## src/rtl/mux_2_1_pkg.sv

```systemverilog
// Shared constants for the writeback select stage: load size encodings and default width.
package mux_2_1_pkg;

  localparam int unsigned DEFAULT_WIDTH = 32;

  localparam logic [1:0] SIZE_WORD = 2'b00;
  localparam logic [1:0] SIZE_HALF = 2'b01;
  localparam logic [1:0] SIZE_BYTE = 2'b10;

endpackage

```

## src/rtl/load_formatter.sv

```systemverilog
// Little-endian lane extraction and sign/zero extension of raw load data.
module load_formatter
  import mux_2_1_pkg::*;
#(
  parameter int unsigned WIDTH = DEFAULT_WIDTH
) (
  input  logic [WIDTH-1:0] data_mem,
  input  logic [1:0]       mem_size,
  input  logic             mem_unsigned,
  input  logic [1:0]       addr_lo,
  output logic [WIDTH-1:0] fmt_mem
);

  logic [7:0]  w_byte;
  logic [15:0] w_half;

  // Halfword lane ignores addr_lo[0]; misalignment is silently accepted.
  always_comb begin
    w_half = addr_lo[1] ? data_mem[31:16] : data_mem[15:0];
    w_byte = data_mem[7:0];
    case (addr_lo)
      2'd1:    w_byte = data_mem[15:8];
      2'd2:    w_byte = data_mem[23:16];
      2'd3:    w_byte = data_mem[31:24];
      default: w_byte = data_mem[7:0];
    endcase
  end

  always_comb begin
    fmt_mem = data_mem;
    case (mem_size)
      SIZE_HALF: fmt_mem = {{(WIDTH-16){~mem_unsigned & w_half[15]}}, w_half};
      SIZE_BYTE: fmt_mem = {{(WIDTH-8){~mem_unsigned & w_byte[7]}}, w_byte};
      default:   fmt_mem = data_mem;
    endcase
  end

endmodule

```

## src/rtl/mux_2_1.sv

```systemverilog
// Writeback select between formatted load data and ALU result, plus one registered copy.
module mux_2_1
  import mux_2_1_pkg::*;
#(
  parameter int unsigned WIDTH = DEFAULT_WIDTH
) (
  input  logic             clk,
  input  logic             reset,
  input  logic [WIDTH-1:0] data_mem,
  input  logic [WIDTH-1:0] data_alu,
  input  logic             MemToReg_m,
  input  logic [1:0]       mem_size,
  input  logic             mem_unsigned,
  input  logic [1:0]       addr_lo,
  input  logic             valid_in,
  input  logic             stall,
  input  logic             flush,
  output logic [WIDTH-1:0] output_data,
  output logic [WIDTH-1:0] output_data_q,
  output logic             valid_q
);

  logic [WIDTH-1:0] w_fmt_mem;
  logic [WIDTH-1:0] r_data_q;
  logic             r_valid_q;

  load_formatter #(.WIDTH(WIDTH)) u_load_formatter (
    .data_mem     (data_mem),
    .mem_size     (mem_size),
    .mem_unsigned (mem_unsigned),
    .addr_lo      (addr_lo),
    .fmt_mem      (w_fmt_mem)
  );

  assign output_data = MemToReg_m ? w_fmt_mem : data_alu;

  // Priority: reset, flush, stall, capture (data captured regardless of valid_in).
  always_ff @(posedge clk) begin
    if (reset) begin
      r_data_q  <= '0;
      r_valid_q <= 1'b0;
    end else if (flush) begin
      r_data_q  <= '0;
      r_valid_q <= 1'b0;
    end else if (!stall) begin
      r_data_q  <= output_data;
      r_valid_q <= valid_in;
    end
  end

  assign output_data_q = r_data_q;
  assign valid_q       = r_valid_q;

endmodule

```

## config.mk

```make
export PLATFORM = sky130hd
export DESIGN_NAME = mux_2_1
export DESIGN_NICKNAME = d
export VERILOG_FILES = /design/src/rtl/mux_2_1_pkg.sv /design/src/rtl/load_formatter.sv /design/src/rtl/mux_2_1.sv
export SDC_FILE = /design/constraint.sdc
export NUM_CORES = 1
export LEC_CHECK = 0
export ABC_AREA = 0
export BUFFER_PORTS_ARGS = -buffer_cell sky130_fd_sc_hd__buf_2
export CORE_MARGIN = 5
export CORE_UTILIZATION = 35
export CTS_CLUSTER_SIZE = 12
export DETAILED_ROUTE_END_ITERATION = 10
export HOLD_SLACK_MARGIN = 0.12
export PLACE_DENSITY_LB_ADDON = 0.1
export SLEW_MARGIN = 15
export SYNTH_ARGS = -nofsm -noshare
export SYNTH_HDL_FRONTEND = slang
export SYNTH_HIERARCHICAL = 1
export SYNTH_SLANG_ARGS = --single-unit
```

## constraint.sdc

```tcl
create_clock -name clk -period 6.1 [get_ports clk]
set_clock_uncertainty 0.15 [all_clocks]
set_input_delay 0.305 -clock clk [delete_from_list [all_inputs] [get_ports clk]]
set_output_delay 0.305 -clock clk [all_outputs]
set_load 0.01 [all_outputs]
```

==> After elaboration in Yosys (flattened, before gate mapping) <==
Cells that the tools add are included.
{ "totals": {"register_bits": 33, "out_inout_bits": 65, "wordCells": 15, "in_bits": 75} }
{ "op_classes": {"eq_ne": 5, "bitwise": 3, "muxes": 4, "reduce_logical": 1} }
{ "op_table": {"columns": ["op", "count"], "rows": [
  ["$pmux 32 s2", 1],
  ["$mux 32", 1],
  ["$pmux 8 s3", 1],
  ["$mux 16", 1],
  ["$eq 2x2->1 const B", 3],
  ["$eq 2x1->1 const B", 2],
  ["$and 1x1->1", 2],
  ["$reduce_or 2->1", 1],
  ["$not 1->1", 1]
]} }

==> Longest topological paths before layout <==
Gate-level depths: netlist of run 1.
{ "logic_depth": {"depth_word": 5, "depth_mapped": 10} }

==> Hierarchy <==
Netlist of run 1, hierarchy kept.
{ "modules_own_cells": {"columns": ["mod", "n_inst", "cells_each", "area_per_inst_um2"], "rows": [
  ["mux_2_1", 1, 146, 1795.5],
  ["load_formatter", 1, 110, 698.2]
]} }

==> Worst setup path after synthesis of run 1 <==
Ideal clock, no wire load.
{ "synth_path": {"path_kind": "input -> register", "from": "input mem_size[0]", "to": "register r_data_q[0], in the netlist output_data_q[0]", "setup_time_ns": 0.116, "cell_stages": 9, "n_path_buf": 1, "arrival_time_ns": 1.923, "slack_ns": 3.911, "cell_sequence": "inv_1 -> ha_1 -> nor2b_1 -> or2_2 -> clkbuf_1 -> a21o_1 -> o2bb2ai_1 -> mux2_4 -> o211a_1"} }
{ "synth_via": {"elab_chain_len": 3, "elab_cells_between_ends": 4, "cone_classes": "eq/ne: 2; mux: 2"} }
{ "synth_lines": {"columns": ["element", "line", "source"], "rows": [
  ["start, declared", "mux_2_1.sv:12", "input logic [1:0] mem_size,"],
  ["$eq 2x2->1 or $eq 2x1->1 (tied branches)", "load_formatter.sv:31", "case (mem_size)"],
  ["$pmux 32 s2 (*)", "load_formatter.sv:31", null],
  ["named net w_fmt_mem[0]", "mux_2_1.sv:23", "logic [WIDTH-1:0] w_fmt_mem;"],
  ["$mux 32 (*)", "mux_2_1.sv:35", "assign output_data = MemToReg_m ? w_fmt_mem : data_alu;"],
  ["named net output_data[0]", "mux_2_1.sv:18", "output logic [WIDTH-1:0] output_data,"],
  ["end signal, assigned", "mux_2_1.sv:46", "r_data_q <= output_data;"],
  ["end, declared", "mux_2_1.sv:24", "logic [WIDTH-1:0] r_data_q;"]
]} }
The timed path passes the listed nets; every way through them passes the cells marked *.
A chain may end at the register's enable or synchronous reset.

==> Worst setup path in the final report of run 1 <==
{ "layout_path": {"from": "input addr_lo[1]", "to": "output output_data[31]"} }
{ "layout_via": {"elab_chain_len": 5, "elab_cells_between_ends": 9, "cone_classes": "eq/ne: 3; mux: 4; bitwise: 2"} }
{ "layout_lines": {"columns": ["element", "line", "source"], "rows": [
  ["start, declared", "mux_2_1.sv:14", "input logic [1:0] addr_lo,"],
  ["$eq 2x2->1 or $eq 2x1->1 (tied branches)", "load_formatter.sv:21", "case (addr_lo)"],
  ["$pmux 8 s3", "load_formatter.sv:21", null],
  ["$and 1x1->1", "load_formatter.sv:33", "SIZE_BYTE: fmt_mem = {{(WIDTH-8){~mem_unsigned & w_byte[7]}}, w_byte};"],
  ["$pmux 32 s2 (*)", "load_formatter.sv:31", null],
  ["named net w_fmt_mem[31]", "mux_2_1.sv:23", null],
  ["$mux 32 (*)", "mux_2_1.sv:35", null],
  ["end, declared", "mux_2_1.sv:18", null]
]} }
Marks and branches as above.

==> results of run 1 <==
[state kept, by name, summed over array words and instances, names as in the netlist]
signal         cells
valid_q            1
output_data_q     32
[worst max path at each step]
stage | slack, ns | start | to | cells after the start
floorplan | 3.91 | mem_size[0] | output_data_q[0] | 9
global placement | 3.47 | addr_lo[1] | output_data[31] | 7
detailed placement | 3.41 | addr_lo[1] | output_data[31] | 7
CTS | 3.41 | addr_lo[1] | output_data[31] | 7
global route | 3.27 | addr_lo[1] | output_data[16] | 7
finish | 3.40 | addr_lo[1] | output_data[31] | 7
[per-stage QoR]
step                      util, %  instance area [sq um]  power, W  hold WS (ns)  worst slack (ns)
after floorplan                 -                   2490  0.000390         0.232              3.91
after CTS                    47.4                   3260  0.000641         0.221              3.41
after global routing         47.4                   3260  0.000671         0.221              3.27
final                        47.4                   3260  0.000633         0.226              3.40
after detailed placement     45.9                   3150  0.000468         0.352              3.41
after global placement       45.9                   3150  0.000467         0.347              3.47
[routing by layer]
metal | GRT usage, % | vias to the layer above | routed length (um)
li1 | - | 1168 | -
met5 | 0 | - | 0
met2 | 28.6 | 87 | 3870
met1 | 20.6 | 1088 | 3280
met4 | 4.45 | 0 | 91
met3 | 3.98 | 7 | 524
[logic make-up after synthesis]
family / after synthesis
compound gates: 84
simple gates: 54
mux: 42
buf+inv: 41
flops: 33
fa+ha+maj: 2
[layout make-up]
| class | instances | area share [%] |
|---|---|---|
| Tap cell | 96 | 3.69 |
| Timing Repair Buffer | 143 | 22.4 |
| Sequential cell | 33 | 20.3 |
| Inverter | 16 | 1.84 |
| Clock buffer | 7 | 2.65 |
| Multi-Input combinational cell | 182 | 49.1 |
[cell usage after synthesis (all sizes together)]
master and count:
mux2 41, dfxtp 33, a21oi 32, o211a 32, nand2b 28, inv 16
buf 14, clkbuf 11, nor2b 10, o2bb2ai 8, a32oi 7, nor2 7
or2b 4, a21o 2, ha 2, nand2 2, a221o 1, a22o 1
and2 1, mux2i 1, nor3 1, o22ai 1, or2 1
[power by group]
part | leakage (nW) | internal (W) | switching (W)
sequential | 0.270 | 0.000225 | 0.00000387
clock | 0.0443 | 0.0000896 | 0.0000810
combinational | 1.64 | 0.000115 | 0.000118
total | 1.96 | 0.000430 | 0.000203
[worst max-delay path, delay by kind of cell]
kind	cells	cell delay [ns]
AO/OA/AOI/OAI	3	0.82
buffers and inverters	2	0.45
multiplexers	2	0.65
[timing repair]
action / in CTS / in global routing
hold endpoints to repair: 1 / 0
hold buffers: 2 / 0
setup buffers: 0 / 0
==> key figures, run 1 <==
Min path
  – HP Class: input port to flop
  – Min-delay src: data_alu[24]
  – Hold path depth: 3
  – Hold Path Sink: output_data_q[24]

Drt
  – DRC violation count after routing: 0
  – Post-route antenna net violation count: 0
  – Vias: 2350
  – Via density: 4.93
  – 1st-iter DRT viols: 125
  – First-pass DRT Iterations: 4
  – Wire per inst: 16.3 um
  – Drt total wl: 7770 um

Logic synthesis
  – Dominant cells by area after synthesis: dfxtp_1, mux2_4, o211a_1, nand2b_1, a21oi_1
  – Synth Area in Compound Gates: 26.7%
  – Yosys synthesis warning count: 6
  – Synthesized netlist cell count: 256
  – Register area share after synthesis: 26.5%
  – Syn Nets: 333
  – Post-synthesis xor/xnor area fraction: 0%
  – Syn Area/Cell: 9.74 sq um
  – Register bit count reported by yosys: 33
  – Top cell type by total area after synthesis: dfxtp_1
  – Multiplexer area fraction after synthesis: 23.6%
  – Synth Area in Adders: 1.00%
  – Synth top area share: 26.5%
  – Synthesized area: 2490 sq um
  – Synth Area in Simple Gates: 12.8%
  – Main combinational cell family by area after synthesis: compound AO/OA/AOI/OAI gates
  – Yosys cell types: 27

Worst setup path
  – CP startpoint kind: input port
  – Crit-path cells: buf_2 -> mux2_4 -> a22o_4 -> o22ai_2 -> a21oi_1 -> mux2_4 -> buf_2
  – R2R cell count: 3
  – Worst Path Max Fanout: 18
  – Critical path capture point type: primary output
  – Required @ worst endpoint: 5.64 ns
  – FF-to-FF End: valid_q
  – CP Class: input port to primary output
  – Max incr delay on CP: 0.41 ns
  – Worst-path cell with the longest stage delay: o22ai_2
  – Crit path DAT: 2.25 ns
  – Reg2reg start: valid_q
  – R2r setup slk: 4.77 ns

Floorplan
  – Die area: 8910 sq um
  – Initial core utilization: 36.3%
  – Die Y-Extent: 94.4 um
  – Core area: 6870 sq um
  – Ports: 140
  – Row count: 30
  – Die extent in x: 94.4 um

Placed design
  – PortBufs: 139
  – GP Congestion: 0.784
  – Placed insts: 468
  – Post-DP HPWL: 5970 um

Pwr
  – Pwr/cell area: 194 nW/um^2
  – Leakage power: 1.96 nW
  – Maximum VDD drop: 0.0000828 V

Clocking
  – Longest Clk Path Bufs: 2
  – CTS buffer count: 5
  – CTS Root Cell: clkbuf_8
  – CTS Sinks: 33
  – CTS tree: done
  – Post-CTS Resized: 0
  – Clock Latency Late Sink: 0.28 ns
  – CTS clock-pin slew for the worst setup and hold paths: 0.07 ns
  – CTS H-tree lvls: 2

Job
  – Max_cap viols: 0

Global routing
  – Grt total ovfl: 0
  – Vias in the first global route: 2191
  – First-pass GRT wire length: 11400 um
  – Largest net degree at the start of global routing: 66
  – Initial antenna violation count: 0
  – Global Route Usage Sum: 16.6%

Timing
  – Slew HR: 28.1%
  – Post-layout minimum cycle time: 2.70 ns
  – # setup viols final: 0
  – Slew at the pin with the worst max-slew slack: 1.08 ns
  – Final hold vios: 0
  – RSZ-0062 raised after global routing: false
  – Final Max Slew Viols: 0
  – Setup TNS: 0 ns
  – Fmax: 370 MHz
  – Tcrit/Tclk final: 44.3%

Finish
  – Most frequent cells in the layout: buf_2, dfxtp_1, o211a_1, a21oi_1, mux2_4
  – Most common cell after layout, fill and taps aside: buf_2
  – # fillers: 703
  – Layout Area Growth over Synthesis: 30.7%
  – Layout cells sized above 1: 50.4%
  – Sequential cell area: 661 sq um
  – Inserted Diodes: 0
  – Final #Nets: 458
  – Non-filler instance count after layout: 477
  – Multi-input gate area: 1600 sq um

Run status
  – Run status: finished clean
(Power assumes the default switching activity.)
==> run 2, diff against run 1 <==
Clock period 6.1 ns to 2.3 ns, I/O delays scaled along.
==> key figures, run 2 (synthesis results as in run 1) <==
Global routing
  – Largest net degree at the start of global routing: 34 (-48%)
  – First-pass GRT wire length: 12700 um (+12%)
  – Grt total ovfl: 0 (unchanged)
  – Global Route Usage Sum: 18.5% (+1.9 points)
  – Initial antenna violation count: 0 (unchanged)
  – Vias in the first global route: 2544 (+16%)

Floorplan
  – Row count: 30 (unchanged)
  – Die Y-Extent: 94.4 um (unchanged)
  – Die extent in x: 94.4 um (unchanged)
  – Core area: 6870 sq um (unchanged)
  – Initial core utilization: 36.3% (unchanged)
  – Ports: 140 (unchanged)
  – Die area: 8910 sq um (unchanged)

Pwr
  – Leakage power: 2.15 nW (+9.7%)
  – Sw power: 0.000569 W (+180%)
  – Maximum VDD drop: 0.000185 V (+120%)
  – Power Internal: 0.00117 W (+170%)
  – Pwr/cell area: 471 nW/um^2 (+140%)
  – Sequential power share: 35.0% (-1.2 points)
  – Comb pwr share: 39.8% (+2.9 points)
  – Clock power frac: 25.2% (-1.7 points)
  – Switching share of total power: 32.8% (+0.68 points)

Timing
  – Post-layout minimum cycle time: 2.05 ns
  – Tcrit/Tclk final: 89.3%
  – Slew HR: 59.2% (+31 points)
  – # setup viols final: 0 (unchanged)
  – Slew at the pin with the worst max-slew slack: 0.611 ns (-0.467 ns)
  – Fmax: 487 MHz
  – Final hold vios: 0 (unchanged)
  – RSZ-0062 raised after global routing: false
  – Final Max Slew Viols: 0 (unchanged)
  – Setup TNS: 0 ns (unchanged)

Clocking
  – CTS clock-pin slew for the worst setup and hold paths: 0.07 ns (about the same)
  – CTS buffer count: 5 (unchanged)
  – Post-CTS Resized: 0 (unchanged)
  – CTS tree: done
  – Clock Latency Late Sink: 0.28 ns (about the same)
  – CTS H-tree lvls: 2 (unchanged)
  – CTS Sinks: 33 (unchanged)
  – Longest Clk Path Bufs: 2 (unchanged)
  – CTS Root Cell: clkbuf_8

Finish
  – Max reg flops: 32 (unchanged)
  – Sequential cell area: 661 sq um (unchanged)
  – # fillers: 677 (-3.7%)
  – Most common cell after layout, fill and taps aside: buf_2
  – Multi-input gate area: 1600 sq um (unchanged)
  – Layout Area Growth over Synthesis: 47.8%
  – Utilization after layout: 53.6% (+6.2 points)
  – Inserted Diodes: 0 (unchanged)
  – Most frequent cells in the layout: buf_2, dlygate4sd3_1, dfxtp_1, o211a_1, a21oi_1
  – Layout cells sized above 1: 48.0% (-2.4 points)
  – Final #Nets: 499 (+9.0%)

Worst setup path
  – Required @ worst endpoint: 2.04 ns (-3.60 ns)
  – Critical Path Most Common Cell: buf_2
  – CP startpoint kind: input port
  – CP Class: input port to primary output
  – Max incr delay on CP: 0.36 ns (-0.05 ns)
  – Worst Path Max Fanout: 8 (-10)
  – Crit path DAT: 1.79 ns (-0.46 ns)
  – Critical path capture point type: primary output
  – Worst-path cell with the longest stage delay: or2_2
  – Crit-path cells: buf_2 -> inv_1 -> ha_1 -> nor2b_1 -> or2_2 -> a21o_1 -> o2bb2ai_1 -> mux2_4 -> buf_2

Drt
  – Post-route antenna net violation count: 0 (unchanged)
  – First-pass DRT Iterations: 4 (unchanged)
  – Via density: 4.84 (-1.8%)
  – Wire per inst: 16.2 um (-0.87%)
  – 1st-iter DRT viols: 109 (-13%)
  – Drt total wl: 8380 um (+7.9%)
  – DRC violation count after routing: 0 (unchanged)
  – Vias: 2510 (+6.8%)

Job
  – Max_cap viols: 0 (unchanged)

Run status
  – Run status: finished clean

Min path
  – HP Class: input port to flop

Placed design
  – GP Congestion: 0.774 (-1.3%)
  – Post-DP HPWL: 6380 um (+6.8%)
  – PortBufs: 139 (unchanged)
-- run 2: cell types whose count changed in the layout (fill, tap and decap cells not counted), sizes merged --
| cell | before | now |
|---|---|---|
| clkbuf | 7 | 5 |
| dlygate4sd3 | 2 | 34 |
| buf | 141 | 150 |
| clkinvlp | 0 | 1 |
| clkinv | 0 | 2 |
-- run 2: cell type report --
| cell class | instances | share of cell area, % |
|---|---|---|
| clock buffers | 5 | 1.87 |
| clock inverters | 3 | 0.475 |
| inverters | 16 | 1.63 |
| multi-input cells | 182 | 43.5 |
| flip-flops and latches | 33 | 17.9 |
| well taps | 96 | 3.26 |
| repair buffers | 184 | 31.4 |
-- run 2: critical path, delay by kind of cell --
kind | cells | cell delay [ns]
AND/OR/NAND/NOR | 2 | 0.51
buffers and inverters | 3 | 0.27
AO/OA/AOI/OAI | 2 | 0.44
adder cells (fa/ha/maj) | 1 | 0.18
multiplexers | 1 | 0.27
-- run 2: per-stage QoR --
stage	area (sq um)	power, W	hold WS, ns	cells	setup slack, ns
6_report	3680	0.00174	0.154	519	0.246
5_1_grt	3680	0.00184	0.171	519	0.118
4_1_cts	3680	0.00176	0.148	519	0.243
3_5_place_dp	3260	0.00127	0.172	477	0.183
3_3_place_gp	3260	0.00127	0.155	477	0.198
2_1_floorplan	2490	0.00104	0.0418	256	0.301
-- run 2: worst paths after layout --
check	start	to	slack (ns)	cells after the start
min	data_mem[3]	output_data_q[3]	0.15	4
max reg2reg	valid_q	valid_q	0.98	3
max	mem_size[0]	output_data[2]	0.25	9
min reg2reg	output_data_q[0]	output_data_q[0]	0.41	2
-- run 2: power groups by stage --
stage / clock [W] / combinational (W) / sequential (W)
2_1_floorplan: 0 / 0.000401 / 0.000634
3_3_place_gp: 0 / 0.000648 / 0.000620
3_5_place_dp: 0 / 0.000649 / 0.000621
4_1_cts: 0.000456 / 0.000695 / 0.000608
5_1_grt: 0.000479 / 0.000751 / 0.000611
6_report: 0.000438 / 0.000692 / 0.000608
-- run 2: timing repair --
item / in CTS / in global routing
buffers inserted: 0 / 0
hold buffers: 34 / 0
hold endpoints to repair: 33 / 0
-- run 2: metal layers --
| layer | part of all wire [%] | up-vias | track usage [%] |
|---|---|---|---|
| met1 | 42 | 1158 | 22.2 |
| li1 | - | 1252 | - |
| met5 | 0 | - | 0 |
| met2 | 50 | 88 | 32.4 |
| met3 | 6.4 | 12 | 3.90 |
| met4 | 2.2 | 0 | 6.62 |
